## src/rtl/l2_coherence_request_sequencer.sv

```systemverilog
// l2_coherence_request_sequencer
// Front end of the MESI arbiter. Picks one pending coherence request from the
// four L2 instances (round-robin), snoops the other three L2s for their copy of
// the block, then presents a single stable request to the arbiter and runs the
// verify/acknowledge handshake before returning the MESI state to the requester.
//
// Optional build macro: ARB_SEQ_TIMEOUT_EN
//   When defined, an ISSUE watchdog forces an INVALID response after
//   ISSUE_TIMEOUT cycles without arbiter_verify and sets the sticky timeout_err.
module l2_coherence_request_sequencer #(
   parameter int ADDRESS_WIDTH          = 32,
   parameter int MAIN_MEMORY_DATA_WIDTH = 32,
   parameter int MESI_STATE_WIDTH       = 2
`ifdef ARB_SEQ_TIMEOUT_EN
   ,
   parameter int ISSUE_TIMEOUT          = 32
`endif
) (
   input  logic                                clk,
   input  logic                                reset,
   input  logic [3:0]                          req_valid,
   input  logic [3:0]                          req_is_write,
   input  logic [4*ADDRESS_WIDTH-1:0]          req_addr,
   input  logic [4*MAIN_MEMORY_DATA_WIDTH-1:0] req_data,
   output logic [ADDRESS_WIDTH-1:0]            snoop_addr,
   output logic [3:0]                          snoop_req,
   input  logic [4*MAIN_MEMORY_DATA_WIDTH-1:0] snoop_data,
   output logic [ADDRESS_WIDTH-1:0]            block_to_determine_mesi_state_from_arbiter,
   output logic [MAIN_MEMORY_DATA_WIDTH-1:0]   L2a_local_data,
   output logic [MAIN_MEMORY_DATA_WIDTH-1:0]   L2b_local_data,
   output logic [MAIN_MEMORY_DATA_WIDTH-1:0]   L2c_local_data,
   output logic [MAIN_MEMORY_DATA_WIDTH-1:0]   L2d_local_data,
   output logic                                arbiter_read_update_from_L2_cache_modules,
   output logic                                arbiter_write_update_from_L2_cache_modules,
   output logic                                acknowledge_arbiter_verify,
   input  logic [MESI_STATE_WIDTH-1:0]         mesi_state_to_cache,
   input  logic                                arbiter_verify,
   output logic [3:0]                          resp_valid,
   output logic [MESI_STATE_WIDTH-1:0]         resp_mesi_state,
   output logic                                busy
`ifdef ARB_SEQ_TIMEOUT_EN
   ,
   output logic                                timeout_err
`endif
);

   localparam int NUM_L2 = 4;
   localparam int AW     = ADDRESS_WIDTH;
   localparam int DW     = MAIN_MEMORY_DATA_WIDTH;

   typedef enum logic [2:0] {
      IDLE,
      SNOOP,
      CAPTURE,
      ISSUE,
      ACK,
      DRAIN
   } state_t;

   state_t                state;
   state_t                next_state;
   logic [1:0]            rr_ptr;
   logic [1:0]            grant_idx;
   logic [1:0]            next_grant;
   logic                  grant_found;
   logic [3:0]            grant_onehot;
   logic [AW-1:0]         lat_addr;
   logic                  lat_is_write;
   logic [DW-1:0]         lat_req_data;
   logic [DW-1:0]         slot_data [NUM_L2];
   logic [MESI_STATE_WIDTH-1:0] lat_mesi;
   logic                  verify_armed;
   logic                  verify_accept;
   logic                  timeout_hit;

   assign grant_onehot = 4'b0001 << grant_idx;

   // A verify only counts once the arbiter has been seen low since leaving the
   // previous transaction, so a level left over from before ISSUE is ignored.
   assign verify_accept = (state == ISSUE) && arbiter_verify && verify_armed;

`ifdef ARB_SEQ_TIMEOUT_EN
   localparam int CW = $clog2(ISSUE_TIMEOUT + 1);
   logic [CW-1:0] issue_count;

   assign timeout_hit = (state == ISSUE) && !verify_accept &&
                        (issue_count == CW'(ISSUE_TIMEOUT - 1));

   // Watchdog: counts ISSUE cycles and remembers forever that it ever fired.
   always_ff @(posedge clk or negedge reset) begin
      if (!reset) begin
         issue_count <= '0;
         timeout_err <= 1'b0;
      end else begin
         if (state == ISSUE)
            issue_count <= issue_count + 1'b1;
         else
            issue_count <= '0;
         if (timeout_hit)
            timeout_err <= 1'b1;
      end
   end
`else
   assign timeout_hit = 1'b0;
`endif

   // Round-robin search: first pending requester at or after rr_ptr, wrapping.
   always_comb begin
      grant_found = 1'b0;
      next_grant  = rr_ptr;
      for (int i = 0; i < NUM_L2; i++) begin
         if (!grant_found && req_valid[rr_ptr + 2'(i)]) begin
            grant_found = 1'b1;
            next_grant  = rr_ptr + 2'(i);
         end
      end
   end

   // State register.
   always_ff @(posedge clk or negedge reset) begin
      if (!reset)
         state <= IDLE;
      else
         state <= next_state;
   end

   // Next-state and output decode; outputs are only driven in the state that
   // owns them so the arbiter never sees a partial or stale request.
   always_comb begin
      next_state = state;
      snoop_addr = '0;
      snoop_req  = '0;
      block_to_determine_mesi_state_from_arbiter = '0;
      L2a_local_data = '0;
      L2b_local_data = '0;
      L2c_local_data = '0;
      L2d_local_data = '0;
      arbiter_read_update_from_L2_cache_modules  = 1'b0;
      arbiter_write_update_from_L2_cache_modules = 1'b0;
      acknowledge_arbiter_verify = 1'b0;
      resp_valid      = '0;
      resp_mesi_state = '0;
      busy            = (state != IDLE);
      case (state)
         IDLE: begin
            if (grant_found)
               next_state = SNOOP;
         end
         SNOOP: begin
            snoop_addr = lat_addr;
            snoop_req  = ~grant_onehot;
            next_state = CAPTURE;
         end
         CAPTURE: begin
            next_state = ISSUE;
         end
         ISSUE: begin
            block_to_determine_mesi_state_from_arbiter = lat_addr;
            L2a_local_data = slot_data[0];
            L2b_local_data = slot_data[1];
            L2c_local_data = slot_data[2];
            L2d_local_data = slot_data[3];
            arbiter_read_update_from_L2_cache_modules  = !lat_is_write;
            arbiter_write_update_from_L2_cache_modules = lat_is_write;
            if (verify_accept || timeout_hit)
               next_state = ACK;
         end
         ACK: begin
            acknowledge_arbiter_verify = 1'b1;
            resp_valid      = grant_onehot;
            resp_mesi_state = lat_mesi;
            next_state      = DRAIN;
         end
         DRAIN: begin
            acknowledge_arbiter_verify = 1'b1;
            if (!arbiter_verify)
               next_state = IDLE;
         end
         default: begin
            next_state = IDLE;
         end
      endcase
   end

   // Transaction datapath: latch the winner in IDLE, merge snoop results in
   // CAPTURE, take the arbiter's verdict in ISSUE and advance fairness in ACK.
   always_ff @(posedge clk or negedge reset) begin
      if (!reset) begin
         rr_ptr       <= '0;
         grant_idx    <= '0;
         lat_addr     <= '0;
         lat_is_write <= 1'b0;
         lat_req_data <= '0;
         lat_mesi     <= '0;
         verify_armed <= 1'b0;
         for (int i = 0; i < NUM_L2; i++)
            slot_data[i] <= '0;
      end else begin
         if (state == ISSUE) begin
            if (!arbiter_verify)
               verify_armed <= 1'b1;
         end else begin
            verify_armed <= !arbiter_verify;
         end
         case (state)
            IDLE: begin
               if (grant_found) begin
                  grant_idx    <= next_grant;
                  lat_addr     <= req_addr[next_grant*AW +: AW];
                  lat_is_write <= req_is_write[next_grant];
                  lat_req_data <= req_data[next_grant*DW +: DW];
               end
            end
            CAPTURE: begin
               for (int i = 0; i < NUM_L2; i++) begin
                  if (2'(i) == grant_idx)
                     slot_data[i] <= lat_req_data;
                  else
                     slot_data[i] <= snoop_data[i*DW +: DW];
               end
            end
            ISSUE: begin
               if (verify_accept)
                  lat_mesi <= mesi_state_to_cache;
               else if (timeout_hit)
                  lat_mesi <= '0;
            end
            ACK: begin
               rr_ptr <= grant_idx + 2'd1;
            end
            default: begin
            end
         endcase
      end
   end

endmodule

```

## config.mk

```make
export PLATFORM = sky130hd
export DESIGN_NAME = l2_coherence_request_sequencer
export DESIGN_NICKNAME = d
export VERILOG_FILES = /design/src/rtl/l2_coherence_request_sequencer.sv
export SDC_FILE = /design/constraint.sdc
export NUM_CORES = 1
export LEC_CHECK = 0
export CAP_MARGIN = 20
export CORE_AREA = 2 2 233 235
export DETAILED_ROUTE_END_ITERATION = 10
export DIE_AREA = 0 0 235 237
export GPL_TIMING_DRIVEN = 0
export PLACE_DENSITY = 0.53
export SETUP_SLACK_MARGIN = 0.4
export SYNTH_ARGS = -nofsm -noshare
export SYNTH_HDL_FRONTEND = slang
export SYNTH_SLANG_ARGS = --single-unit
```

## constraint.sdc

```tcl
create_clock -name clk -period 2 [get_ports clk]
set_input_delay 0.4 -clock clk [delete_from_list [all_inputs] [get_ports clk]]
set_output_delay 0.4 -clock clk [all_outputs]
set_load 0.02 [all_outputs]
```

## Word-level counts from Yosys, hierarchy flattened

Index checks and enable logic that the tools add are counted.

- Register bits after elaboration: 203
- Bits of input ports: 397

- Add/sub/neg operators: 4
- $lt $le $gt $ge: 5
- Equal/unequal tests: 12
- Shifts and indexed selects: 3
- Mux-type cells: 39
- Bitwise gates (word level): 1
- Reduce and logical (&&, ||, !) cells: 17

Operators with widths:

| kind | number |
|---|---|
| 32-bit 2-to-1 mux | 10 |
| 128-bit by 8-bit indexed part select with 32-bit output | 2 |
| 3-bit one-hot mux with 6 select lines | 1 |
| 2-bit by 3-bit < comparator with 1-bit output (second input constant) | 5 |
| 1-bit 2-to-1 mux | 14 |
| 1-bit binary-select mux with 2-bit select | 5 |
| 3-bit 2-to-1 mux | 3 |
| 2-bit 2-to-1 mux | 4 |
| 4-bit 2-to-1 mux | 2 |
| 2-bit inequality test (second input constant) | 4 |
| 3-bit by 2-bit == test with 1-bit output (second input constant) | 2 |
| 3-bit == test (second input constant) | 2 |
| 1-bit logical AND | 5 |
| 1-bit logical NOT | 5 |
| 2-bit by 1-bit adder with 2-bit output (second input constant) | 2 |
| 2-bit adder (second input constant) | 2 |
| 2-bit == test (first input constant) | 2 |
| 4-bit inverter | 1 |
| 2-bit AND reduction | 2 |
| 1-bit by 2-bit << shifter with 4-bit output (first input constant) | 1 |
| 3-bit by 1-bit == test with 1-bit output (second input constant) | 1 |
| 3-bit logical NOT | 1 |
| 3-bit AND reduction | 1 |
| 3-bit nonzero test | 1 |
| other kinds (3) | 3 |

## Longest topological paths before layout

Gate-level depths: netlist (run 1).

- Depth after elaboration: 14
- Depth in mapped cells: 9
- Depth with buffers taken out: 5

## Least setup slack after synthesis (run 1)

OpenSTA, ideal clock, no wires.

- Path kind: register -> register
- From: reg state[1]
- To: reg lat_addr[0]
- Setup time: 0.064 ns
- Arrival: 2.051 ns
- Setup slack: -0.115 ns
- Stages on the path, launching flop included: 10
- Path buffers: 4
- Clock period less this slack: 2.115 ns
- Cell sequence: dfrtp_1 or3_1 nand2b_1 buf_4 nand4b_4 buf_6 nor2_2 buf_6 buf_6 a211o_1

- Cells in the longest elaborated chain, start to end: 2

Ends and longest elaborated chain:

| element | RTL line | RTL |
|---|---|---|
| from (decl) | 60 | `state_t state;` |
| from (signal assigned) | 124 | `state <= next_state;` |
| 3-bit logical NOT | 205 | `case (state)` |
| 2-bit AND reduction (no source line) | n/a |  |
| to (signal assigned) | 209 | `lat_addr <= req_addr[next_grant*AW +: AW];` |
| to (decl) | 67 | `logic [AW-1:0] lat_addr;` |

Every way passes these cells.
A chain may end at the register's enable or synchronous reset.

## Worst setup path after layout (run 1)

- From: reg state[2]
- To: out block_to_determine_mesi_state_from_arbiter[0]

- Cells in the longest elaborated chain, start to end: 2

Ends and longest elaborated chain:

| element | RTL line | RTL |
|---|---|---|
| 3-bit by 2-bit == test with 1-bit output | 144 | `case (state)` |
| 32-bit 2-to-1 mux | 144 |  |
| to (decl) | 28 | `output logic [ADDRESS_WIDTH-1:0] block_to_determine_mesi_state_from_arbiter,` |

Every way passes these cells.

==> results.md, run 1 <==
- Status: complete, but fails checks
- Failing checks: hold timing, setup timing
- PwrDens: 1740 mW/mm^2
- Final Cell Area: 0.0240 sq mm
- Row count: 85
- Post-synth EDFFs: 0
- Period utilisation layout: 1.28
- Critical path fanouts, max: 8
- Setup CP Type: flip-flop to output port
- Global-route wire length before repair: 102 mm
- Netlist cell types: 34
- Final antenna-violating net count: 0
- Die width: 235 microns
- Worst setup margin: -0.566 ns
- DRC: 0
- Startpoint Class: flip-flop
- Root buffer cell: clkbuf_16
- R2R Path Start: state[1]$_DFFE_PN0P_
- Die H: 237 microns
- Via-to-Cell Ratio: 4.93
- Final core occ: 0.451
- Die ar.: 0.0557 sq mm
- GRT Residual Overflow: 0
- Number of clock buffers inserted by TritonCTS: 27
- Worst-Margin Slew: 0.881 ns
- Critical path arrival: 2.17 ns
- Max-cap violations: 0
- Critical-path cell list: nand2b_4 > nor2_4 > buf_12 > clkbuf_16 > buf_12 > clkbuf_16 > and2_4 > buf_6
- Placed Area: 0.0196 sq mm
- Cell taking the most area after synthesis: dfrtp_1
- Later-pin clock latency in the skew report: 0.56 ns
- Asr flop ratio synth: 1.00
- Final clock skew: 0.0206 ns
- Initial antenna violation count: 9
- Register area share after synthesis: 0.418
- Clock period minus worst slack: 2.57 ns
- Io pins: 603
- CP max-delay cell: dfrtp_2
- TritonCTS Sinks: 203
- Static leakage: 0.0105 uW
- Final layout net count: 2607
- Yosys reg bits: 203
- Top cells by count, synth: dfrtp_1, a21oi_1, and2_1
- Setup TNS: -117.01 ns
- Post-synthesis net count: 1839
- Synthesized area: 0.0121 sq mm
- Synth Flop Type: dfrtp_1
- First drt pass iteration count: 5
- Initial core utilization: 0.228
- GR Util All Layers: 0.247
- RSZ-0062 raised after global routing: true
- Max-slew violation count: 0
- Worst R2R Setup Slack: -0.49 ns
- VDD IR max: 0.731 mV
- Final hold slack: -0.117 ns
- Fin. Hold Viols: 79
- Routed WL per cell: 25.4 microns
- Pin count of the biggest net entering global routing: 107
- Max-slew headroom: 0.413
- Gpl congestion: 0.948
- Clock-pin slew on the worst setup and hold paths: 0.07 ns
- DP HPWL: 54.1 mm
- Final setup viols: 285
- Mapped Cells: 1438
- CORE AREA: 0.0533 sq mm
- Req. time, crit path: 1.60 ns
- Slowest stage delay, CP: 0.42 ns
- CTS tree: yes
- Reg-to-reg endpoint: lat_addr[20]$_DFFE_PN0P_
- H-tree depth: 1
- Count leader, synth: dfrtp_1
- Initial drt markers: 859
- Post-synth top area share: 0.418
- Synth Warn #: 0
- Setup crit end kind: output port
- Port Buffers: 602
- Vias in the first global route: 14.8k
- Via total after detailed routing: 14.4k
- Maximum clock rate: 390 MHz
- Syn_area_per_cell: 8.45 sq um
- Final wirelength: 74.3 mm
- Syn-to-layout area delta: 97.7%
- Clock buffer depth: 3
- Area contributors post-synth: dfrtp_1, mux2i_1, and2_1
- Crit path from: state[2]$_DFFE_PN0P_
- Layout cells sized above 1: 0.333
- Cell count of the worst reg-to-reg path: 12
- Hold crit path type: input port to asynchronous set/reset pin
==> repair_timing <==
| item | 4_1_cts | 5_1_grt |
|---|---|---|
| endpoints found under the setup margin | 403 | 403 |
| pin swaps | 93 | 42 |
| setup buffers | 68 | 35 |
| hold endpoints to repair | 97 | 55 |
| resized for setup | 1470 | 371 |
| gates cloned | 17 | 15 |
==> cell usage in the layout, fill, tap and decap left out, drive strengths merged, types with 2 or more instances in the layout <==
cell type	count
a211o	66
a21oi	194
and2	194
and3	7
buf	373
bufinv	2
clkbuf	145
clkdlybuf4s50	395
clkinv	6
dfrtp	203
diode	4
ha	4
inv	4
mux2	3
mux2i	128
nand2	72
nand2b	3
nand3	130
nor2	139
nor2b	7
nor3	3
o21ai	134
or3	2
==> flip-flops by register name, summed over array words and instances (netlist names) <==
| signal | flops |
|---|---|
| lat_is_write | 1 |
| grant_idx | 2 |
| state | 3 |
| slot_data | 128 |
| lat_mesi | 2 |
| lat_req_data | 32 |
| rr_ptr | 2 |
| lat_addr | 32 |
| verify_armed | 1 |
==> metrics by stage <==
step	std cells	setup slack, ns	total power (uW)
after floorplan	1438	-0.0352	19300
final	2925	-0.566	41900
after global routing	2922	-0.621	43800
after detailed placement	2738	-1.63	28800
after CTS	2871	-0.618	38600
after global placement	2736	-9.11	28600
==> worst max-delay path, delay by kind of cell (launching register included) <==
family / cells / cell delay, ns
flip-flops: 1 / 0.42
buffers and inverters: 5 / 0.76
AND/OR/NAND/NOR: 3 / 0.42
==> worst max-delay path by stage <==
stage | to | cells past startpoint
3_5_place_dp | lat_req_data[14]$_DFFE_PN0P_ | 8
5_1_grt | block_to_determine_mesi_state_from_arbiter[0] | 8
2_1_floorplan | lat_addr[30]$_DFFE_PN0P_ | 9
6_report | block_to_determine_mesi_state_from_arbiter[0] | 8
4_1_cts | block_to_determine_mesi_state_from_arbiter[0] | 8
3_3_place_gp | lat_addr[2]$_DFFE_PN0P_ | 1
==> cells by family after synthesis <==
kind of cell,Yosys count,synth area share
simple gates,559,0.233
compound gates,402,0.188
flops,203,0.418
mux,131,0.108
buf+inv,139,0.0486
fa+ha+maj,4,0.00412
==> report_power, final <==
part	internal (uW)	total [uW]	switching, uW
clock	2950	4990	2040
sequential	6170	8170	2000
combinational	15200	28700	13500
total	24300	41900	17600
==> layout make-up <==
type	count	area, sq um
Tap cell	696	871
Buffer	136	1670
Antenna cell	4	10.0
Sequential cell	203	5090
Clock inverter	10	106
Timing Repair Buffer	739	8250
Clock buffer	38	777
Multi-Input combinational cell	1096	7230
Inverter	3	18.8
Fill cell	5153	29300
==> routing by layer <==
layer / global-route usage / wire [microns] / vias up
li1: - / - / 6558
met1: 0.292 / 29000 / 7113
met2: 0.449 / 38200 / 612
met3: 0.0549 / 4920 / 114
met4: 0.0681 / 2120 / 14
met5: 0 / 102 / -
Power figures use the tool's default switching activity.
==> run 2, diff against run 1 <==
--- a/config.mk
+++ b/config.mk
@@ -7,11 +7,13 @@
 export LEC_CHECK = 0
 export CAP_MARGIN = 20
 export CORE_AREA = 2 2 233 235
+export CTS_CLUSTER_SIZE = 8
 export DETAILED_ROUTE_END_ITERATION = 10
 export DIE_AREA = 0 0 235 237
 export GPL_TIMING_DRIVEN = 0
 export PLACE_DENSITY = 0.53
 export SETUP_SLACK_MARGIN = 0.4
+export SKIP_CTS_REPAIR_TIMING = 1
 export SYNTH_ARGS = -nofsm -noshare
 export SYNTH_HDL_FRONTEND = slang
 export SYNTH_SLANG_ARGS = --single-unit
==> results.md, run 2 (synthesized netlist as in run 1, its figures left out) <==
- Slowest stage delay, CP: 0.51 ns (+0.09 ns)
- Buf/Inv on CP: 4 (-1)
- Via total after detailed routing: 13.9k (-3.6%)
- Reg-to-reg endpoint: slot_data[3]$_DFFE_PN0N_
- TritonCTS Sinks: 203 (unchanged)
- Setup crit end kind: output port
- Vias in the first global route: 14.1k (-4.7%)
- Worst setup margin: -0.478 ns (+0.0881 ns)
- Worst-Margin Slew: 0.880 ns (-0.00124 ns)
- Final hold slack: -0.135 ns (-0.0185 ns)
- Final setup viols: 399 (+40%)
- Number of clock buffers inserted by TritonCTS: 29 (+7.4%)
- Clock period minus worst slack: 2.48 ns (-0.0881 ns)
- Switching share of power: 0.444 (+0.0239)
- Initial drt markers: 734 (-15%)
- Routed WL per cell: 24.7 microns (-2.7%)
- First drt pass iteration count: 5 (unchanged)
- Final antenna-violating net count: 0 (unchanged)
- Static leakage: 0.00979 uW (-7.1%)
- Layout cells sized above 1: 0.306 (-0.0263)
- Commonest non-fill, non-tap cell in the layout: clkdlybuf4s50_1
- Most frequent cells in the layout: clkdlybuf4s50_1, dfrtp_1, a21oi_1, buf_6, nor2_1
- GR Util All Layers: 0.233 (-0.0146)
- Fin. Hold Viols: 97 (+23%)
- PwrDens: 1640 mW/mm^2 (-5.7%)
- DP HPWL: 54.1 mm (unchanged)
- Pin count of the biggest net entering global routing: 107 (unchanged)
- Max-cap violations: 0 (unchanged)
- Critical path arrival: 2.08 ns (-0.09 ns)
- Pint: 20200 uW (-17%)
- Initial antenna violation count: 12 (+3)
- Initial core utilization: 0.228 (unchanged)
- Max-slew headroom: 0.413 (+0.000829)
- Critical path fanouts, max: 8 (unchanged)
- Status: complete, but fails checks
- Setup TNS: -139.62 ns (-22.60 ns)
- Syn-to-layout area delta: 81.9%
- Period utilisation layout: 1.24 (-0.0441)
- Global-route wire length before repair: 96.1 mm (-5.6%)
- Cell family with most CP delay: buffers and inverters
- H-tree depth: 1 (unchanged)
- Startpoint Class: flip-flop
- Hold crit path type: input port to asynchronous set/reset pin
- Port Buffers: 602 (unchanged)
- VDD IR max: 0.588 mV (-20%)
- Final clock skew: 0.0133 ns (-0.00729 ns)
- Final wirelength: 70.6 mm (-4.9%)
- Failing checks: hold timing, setup timing
- Most flop-heavy register: slot_data
- Met2 global-route usage: 0.409 (-0.0402)
- Grt met1 use: 0.281 (-0.0114)
- Power, Total: 36300 uW (-13%)
- Comb pwr share: 0.651 (-0.034)
- Max-slew violation count: 0 (unchanged)
- Most Crowded Layer GR: met2
- Io pins: 603 (unchanged)
- Setup CP Type: flip-flop to output port
- GRT Residual Overflow: 0 (unchanged)
- Clock-pin slew on the worst setup and hold paths: 0.06 ns (about the same)
- Critical-path cell list: nand2b_4 > nor2_4 > buf_12 > buf_16 > clkbuf_16 > and2_4 > buf_6
- Gpl congestion: 0.948 (unchanged)
- CORE AREA: 0.0533 sq mm (unchanged)
- Later-pin clock latency in the skew report: 0.57 ns (about the same)
- Clock buffer depth: 3 (unchanged)
- CTS tree: yes
- Die width: 235 microns (unchanged)
- Die ar.: 0.0557 sq mm (unchanged)
- Via-to-Cell Ratio: 4.86 (-1.4%)
- RSZ-0062 raised after global routing: true
- Max reg flops: 128 (unchanged)
- Row count: 85 (unchanged)
- Clock share of power: 0.125 (+0.006)
- NetSw: 16100 uW (-8.3%)
- Maximum clock rate: 404 MHz (+3.6%)
- Req. time, crit path: 1.60 ns (about the same)
- Placed cell count: 2738 (unchanged)
- CP max-delay cell: dfrtp_2
- Cell count of the worst reg-to-reg path: 6 (-6)
- Top flop regs: slot_data: 128 flops, lat_addr: 32 flops, lat_req_data: 32 flops
- Met3 GRT Util: 0.0551 (+0.000233)
- Final layout net count: 2553 (-2.1%)
- Root buffer cell: clkbuf_16
- DRC: 0 (unchanged)
- Die H: 237 microns (unchanged)
- Fill count: 5336 (+3.6%)
- Worst R2R Setup Slack: -0.40 ns (+0.09 ns)
- Non-filler cells, final: 2858 (-2.3%)
- R2R Path Start: state[1]$_DFFE_PN0P_
- Sequential Power Share: 0.224 (+0.029)
[run 2: layout make-up]
class / instances / area (sq um) / area share
buffer: 136 / 1180 / 0.0532
timing repair buffer: 683 / 7080 / 0.321
sequential: 203 / 5090 / 0.230
clock buffer: 33 / 751 / 0.0340
multi-input combinational: 1096 / 7080 / 0.320
tap: 696 / 871 / 0.0394
antenna: 7 / 17.5 / 0.000793
clock inverter: 1 / 8.76 / 0.000397
inverter: 3 / 16.3 / 0.000736
[run 2: how the worst max path moves through the flow]
stage                    startpoint                                            end  slack (ns)  cells past startpoint
2_1_floorplan          req_valid[2]                       lat_addr[30]$_DFFE_PN0P_       -0.04                      9
3_3_place_gp                  reset                        lat_addr[2]$_DFFE_PN0P_       -9.11                      1
3_5_place_dp           req_valid[0]                   lat_req_data[14]$_DFFE_PN0P_       -1.63                      8
4_1_cts        state[0]$_DFFE_PN0P_                                 snoop_addr[21]       -1.51                      5
5_1_grt        state[1]$_DFFE_PN0P_                              L2b_local_data[2]       -0.56                      7
6_report       state[1]$_DFFE_PN0P_  block_to_determine_mesi_state_from_arbiter[1]       -0.48                      7
[run 2: power by group through the flow]
stage / clock network, uW / registers (uW) / logic (uW)
6_report: 4530 / 8130 / 23700
5_1_grt: 4780 / 8390 / 25200
4_1_cts: 4650 / 8050 / 20800
3_5_place_dp: 0 / 8110 / 20600
3_3_place_gp: 0 / 8040 / 20600
2_1_floorplan: 0 / 7160 / 12200
[run 2: layer usage]
metal | share of wire | routed length (microns)
met3 | 0.065 | 4590
met1 | 0.41 | 28600
met5 | 0.0015 | 103
met4 | 0.033 | 2300
met2 | 0.50 | 35000
[run 2: stage by stage]
step	cell area, sq um	setup WS, ns	hold slack [ns]	util
after floorplan	12700	-0.0352	0.104	-
after global placement	19600	-9.11	0.484	0.368
after detailed placement	19600	-1.63	0.478	0.369
after CTS	20400	-1.51	-0.0867	0.383
after global routing	22100	-0.557	-0.0646	0.414
final	22100	-0.478	-0.135	0.415
==> run 3, diff against run 2 <==
--- a/config.mk
+++ b/config.mk
@@ -6,12 +6,14 @@
 export NUM_CORES = 1
 export LEC_CHECK = 0
 export CAP_MARGIN = 20
-export CORE_AREA = 2 2 233 235
+export CORE_AREA = 2 2 237 239
+export CTS_BUF_LIST = sky130_fd_sc_hd__clkbuf_2
 export CTS_CLUSTER_SIZE = 8
 export DETAILED_ROUTE_END_ITERATION = 10
-export DIE_AREA = 0 0 235 237
+export DIE_AREA = 0 0 239 241
 export GPL_TIMING_DRIVEN = 0
-export PLACE_DENSITY = 0.53
+export PLACE_DENSITY = 0.51
+export RECOVER_POWER = 25
 export SETUP_SLACK_MARGIN = 0.4
 export SKIP_CTS_REPAIR_TIMING = 1
 export SYNTH_ARGS = -nofsm -noshare
==> results.md, run 3 (synthesized netlist as in run 1, its figures left out) <==
- Final layout net count: 2721 (+6.6%)
- CTS tree: yes
- Fin. Hold Viols: 0 (-100%)
- CORE AREA: 0.0549 sq mm (+3.0%)
- Layout cells sized above 1: 0.297 (-0.00953)
- Die width: 239 microns (+1.7%)
- Global-route wire length before repair: 98.2 mm (+2.2%)
- Max reg flops: 128 (unchanged)
- Worst setup margin: -0.873 ns (-0.395 ns)
- Number of clock buffers inserted by TritonCTS: 67 (+130%)
- H-tree depth: 3 (+2)
- Cell family with most CP delay: buffers and inverters
- Gpl congestion: 0.902 (-4.9%)
- Power, Total: 34700 uW (-4.5%)
- Most flop-heavy register: slot_data
- Pin count of the biggest net entering global routing: 94 (-12%)
- Clock-pin slew on the worst setup and hold paths: 0.09 ns (+0.03 ns)
- Critical path fanouts, max: 10 (+2)
- CP max-delay cell: dfrtp_2
- Most frequent cells in the layout: clkdlybuf4s50_1, dfrtp_1, a21oi_1, nor2_1, nand3_1
- Top flop regs: slot_data: 128 flops, lat_addr: 32 flops, lat_req_data: 32 flops
- DP HPWL: 55.9 mm (+3.2%)
- Max-slew headroom: -0.0168 (-0.430)
- Critical-path cell list: nand2b_4 > nor2_4 > buf_12 > buf_16 > buf_8 > and2_4 > buf_4
- Clock buffer depth: 3 (unchanged)
- Failing checks: slew limit, setup timing
- Max-slew violation count: 58 (+58)
- Final wirelength: 73.0 mm (+3.4%)
- Clock period minus worst slack: 2.87 ns (+0.395 ns)
- Critical path arrival: 2.47 ns (+0.39 ns)
- Row count: 86 (+1.2%)
- R2R Path Start: state[2]$_DFFE_PN0P_
- Maximum clock rate: 348 MHz (-14%)
- Final Cell Area: 0.0228 sq mm (+3.1%)
- GR Util All Layers: 0.236 (+0.00344)
- Via-to-Cell Ratio: 4.80 (-1.3%)
- Static leakage: 0.0102 uW (+3.9%)
- Placed Area: 0.0197 sq mm (+0.17%)
- First drt pass iteration count: 6 (+1)
- Final clock skew: 0.0959 ns (+0.0826 ns)
- Startpoint Class: flip-flop
- Vias in the first global route: 14.4k (+2.1%)
- Setup crit end kind: output port
- DRC: 0 (unchanged)
- VDD IR max: 0.594 mV (+0.87%)
- GRT Residual Overflow: 0 (unchanged)
- Commonest non-fill, non-tap cell in the layout: clkdlybuf4s50_1
- Syn-to-layout area delta: 87.6%
- Buf/Inv on CP: 4 (unchanged)
- Period utilisation layout: 1.44 (+0.198)
- Crit. path cell count: 7 (unchanged)
- Reg-to-reg endpoint: slot_data[66]$_DFFE_PN0N_
- Final antenna-violating net count: 0 (unchanged)
- Worst R2R Setup Slack: -0.55 ns (-0.15 ns)
- Io pins: 603 (unchanged)
- PwrDens: 1520 mW/mm^2 (-7.4%)
- Die ar.: 0.0576 sq mm (+3.4%)
- Routed WL per cell: 23.8 microns (-3.7%)
- Later-pin clock latency in the skew report: 1.01 ns (+0.44 ns)
- Initial drt markers: 750 (+2.2%)
- TritonCTS Sinks: 203 (unchanged)
- Initial antenna violation count: 4 (-8)
- Worst-Margin Slew: 1.53 ns (+0.645 ns)
- Crit path from: state[2]$_DFFE_PN0P_
- Hold crit path type: input port to flip-flop
- Slowest stage delay, CP: 0.45 ns (-0.06 ns)
- Via total after detailed routing: 14.7k (+5.9%)
- CP endpoint: block_to_determine_mesi_state_from_arbiter[20]
- Setup CP Type: flip-flop to output port
- RSZ-0062 raised after global routing: true
- Cell count of the worst reg-to-reg path: 6 (unchanged)
- Final setup viols: 400 (+0.25%)
- Die H: 241 microns (+1.7%)
- Status: complete, but fails checks
- Req. time, crit path: 1.60 ns (about the same)
- Port Buffers: 602 (unchanged)
- Initial core utilization: 0.221 (-0.00663)
- Root buffer cell: clkbuf_2
- Max-cap violations: 0 (unchanged)
==> run 3: report_power, final <==
group          internal, uW  switching (uW)
registers              6150            1950
clock network          1290            2130
logic                 11000           12100
==> run 3: final cells by class <==
class	instances	area, sq um
antenna	3	7.51
sequential	203	5090
clock inverter	9	42.5
fill	5587	32100
clock buffer	99	495
timing repair buffer	813	8110
tap	704	881
buffer	136	1070
multi-input combinational	1096	7070
inverter	3	13.8
==> run 3: how the worst min path moves through the flow <==
stage,cells after the start,start,end,slack [ns]
floorplan,0,reset,grant_idx[0]$_DFFE_PN0P_,0.10
global placement,2,verify_armed$_DFFE_PN0P_,verify_armed$_DFFE_PN0P_,0.46
detailed placement,1,reset,slot_data[10]$_DFFE_PN0N_,0.24
CTS,1,reset,slot_data[10]$_DFFE_PN0N_,-0.94
global route,3,snoop_data[109],slot_data[13]$_DFFE_PN0N_,-0.009
finish,3,snoop_data[103],slot_data[7]$_DFFE_PN0N_,0.05
==> run 3: worst register-to-register path, stage by stage, from the launching register on <==
cell and delay [ns]:
dfrtp_2 0.45, nand2b_4 0.18, buf_4 0.14, nor2_1 0.36, clkbuf_1 0.54, clkbuf_1 0.63, a21oi_1 0.15
==> run 3: routing by layer <==
metal	GRT usage	vias up	wire length, microns
met3	0.0596	138	4940
met4	0.0830	2	2460
met2	0.412	618	35800
met5	0	-	13
li1	-	6805	-
met1	0.281	7142	29800
==> run 3: metrics by stage <==
step / hold slack, ns / setup TNS, ns / util / cells / worst slack, ns
2_1_floorplan: 0.104 / -1.76 / - / 1438 / -0.0352
3_3_place_gp: 0.459 / -2126.53 / 0.357 / 2744 / -9.20
3_5_place_dp: 0.240 / -280.47 / 0.358 / 2746 / -1.60
4_1_cts: -0.945 / -467.93 / 0.368 / 2854 / -2.00
5_1_grt: -0.00858 / -292.51 / 0.415 / 3065 / -1.01
6_report: 0.0493 / -231.63 / 0.415 / 3066 / -0.873
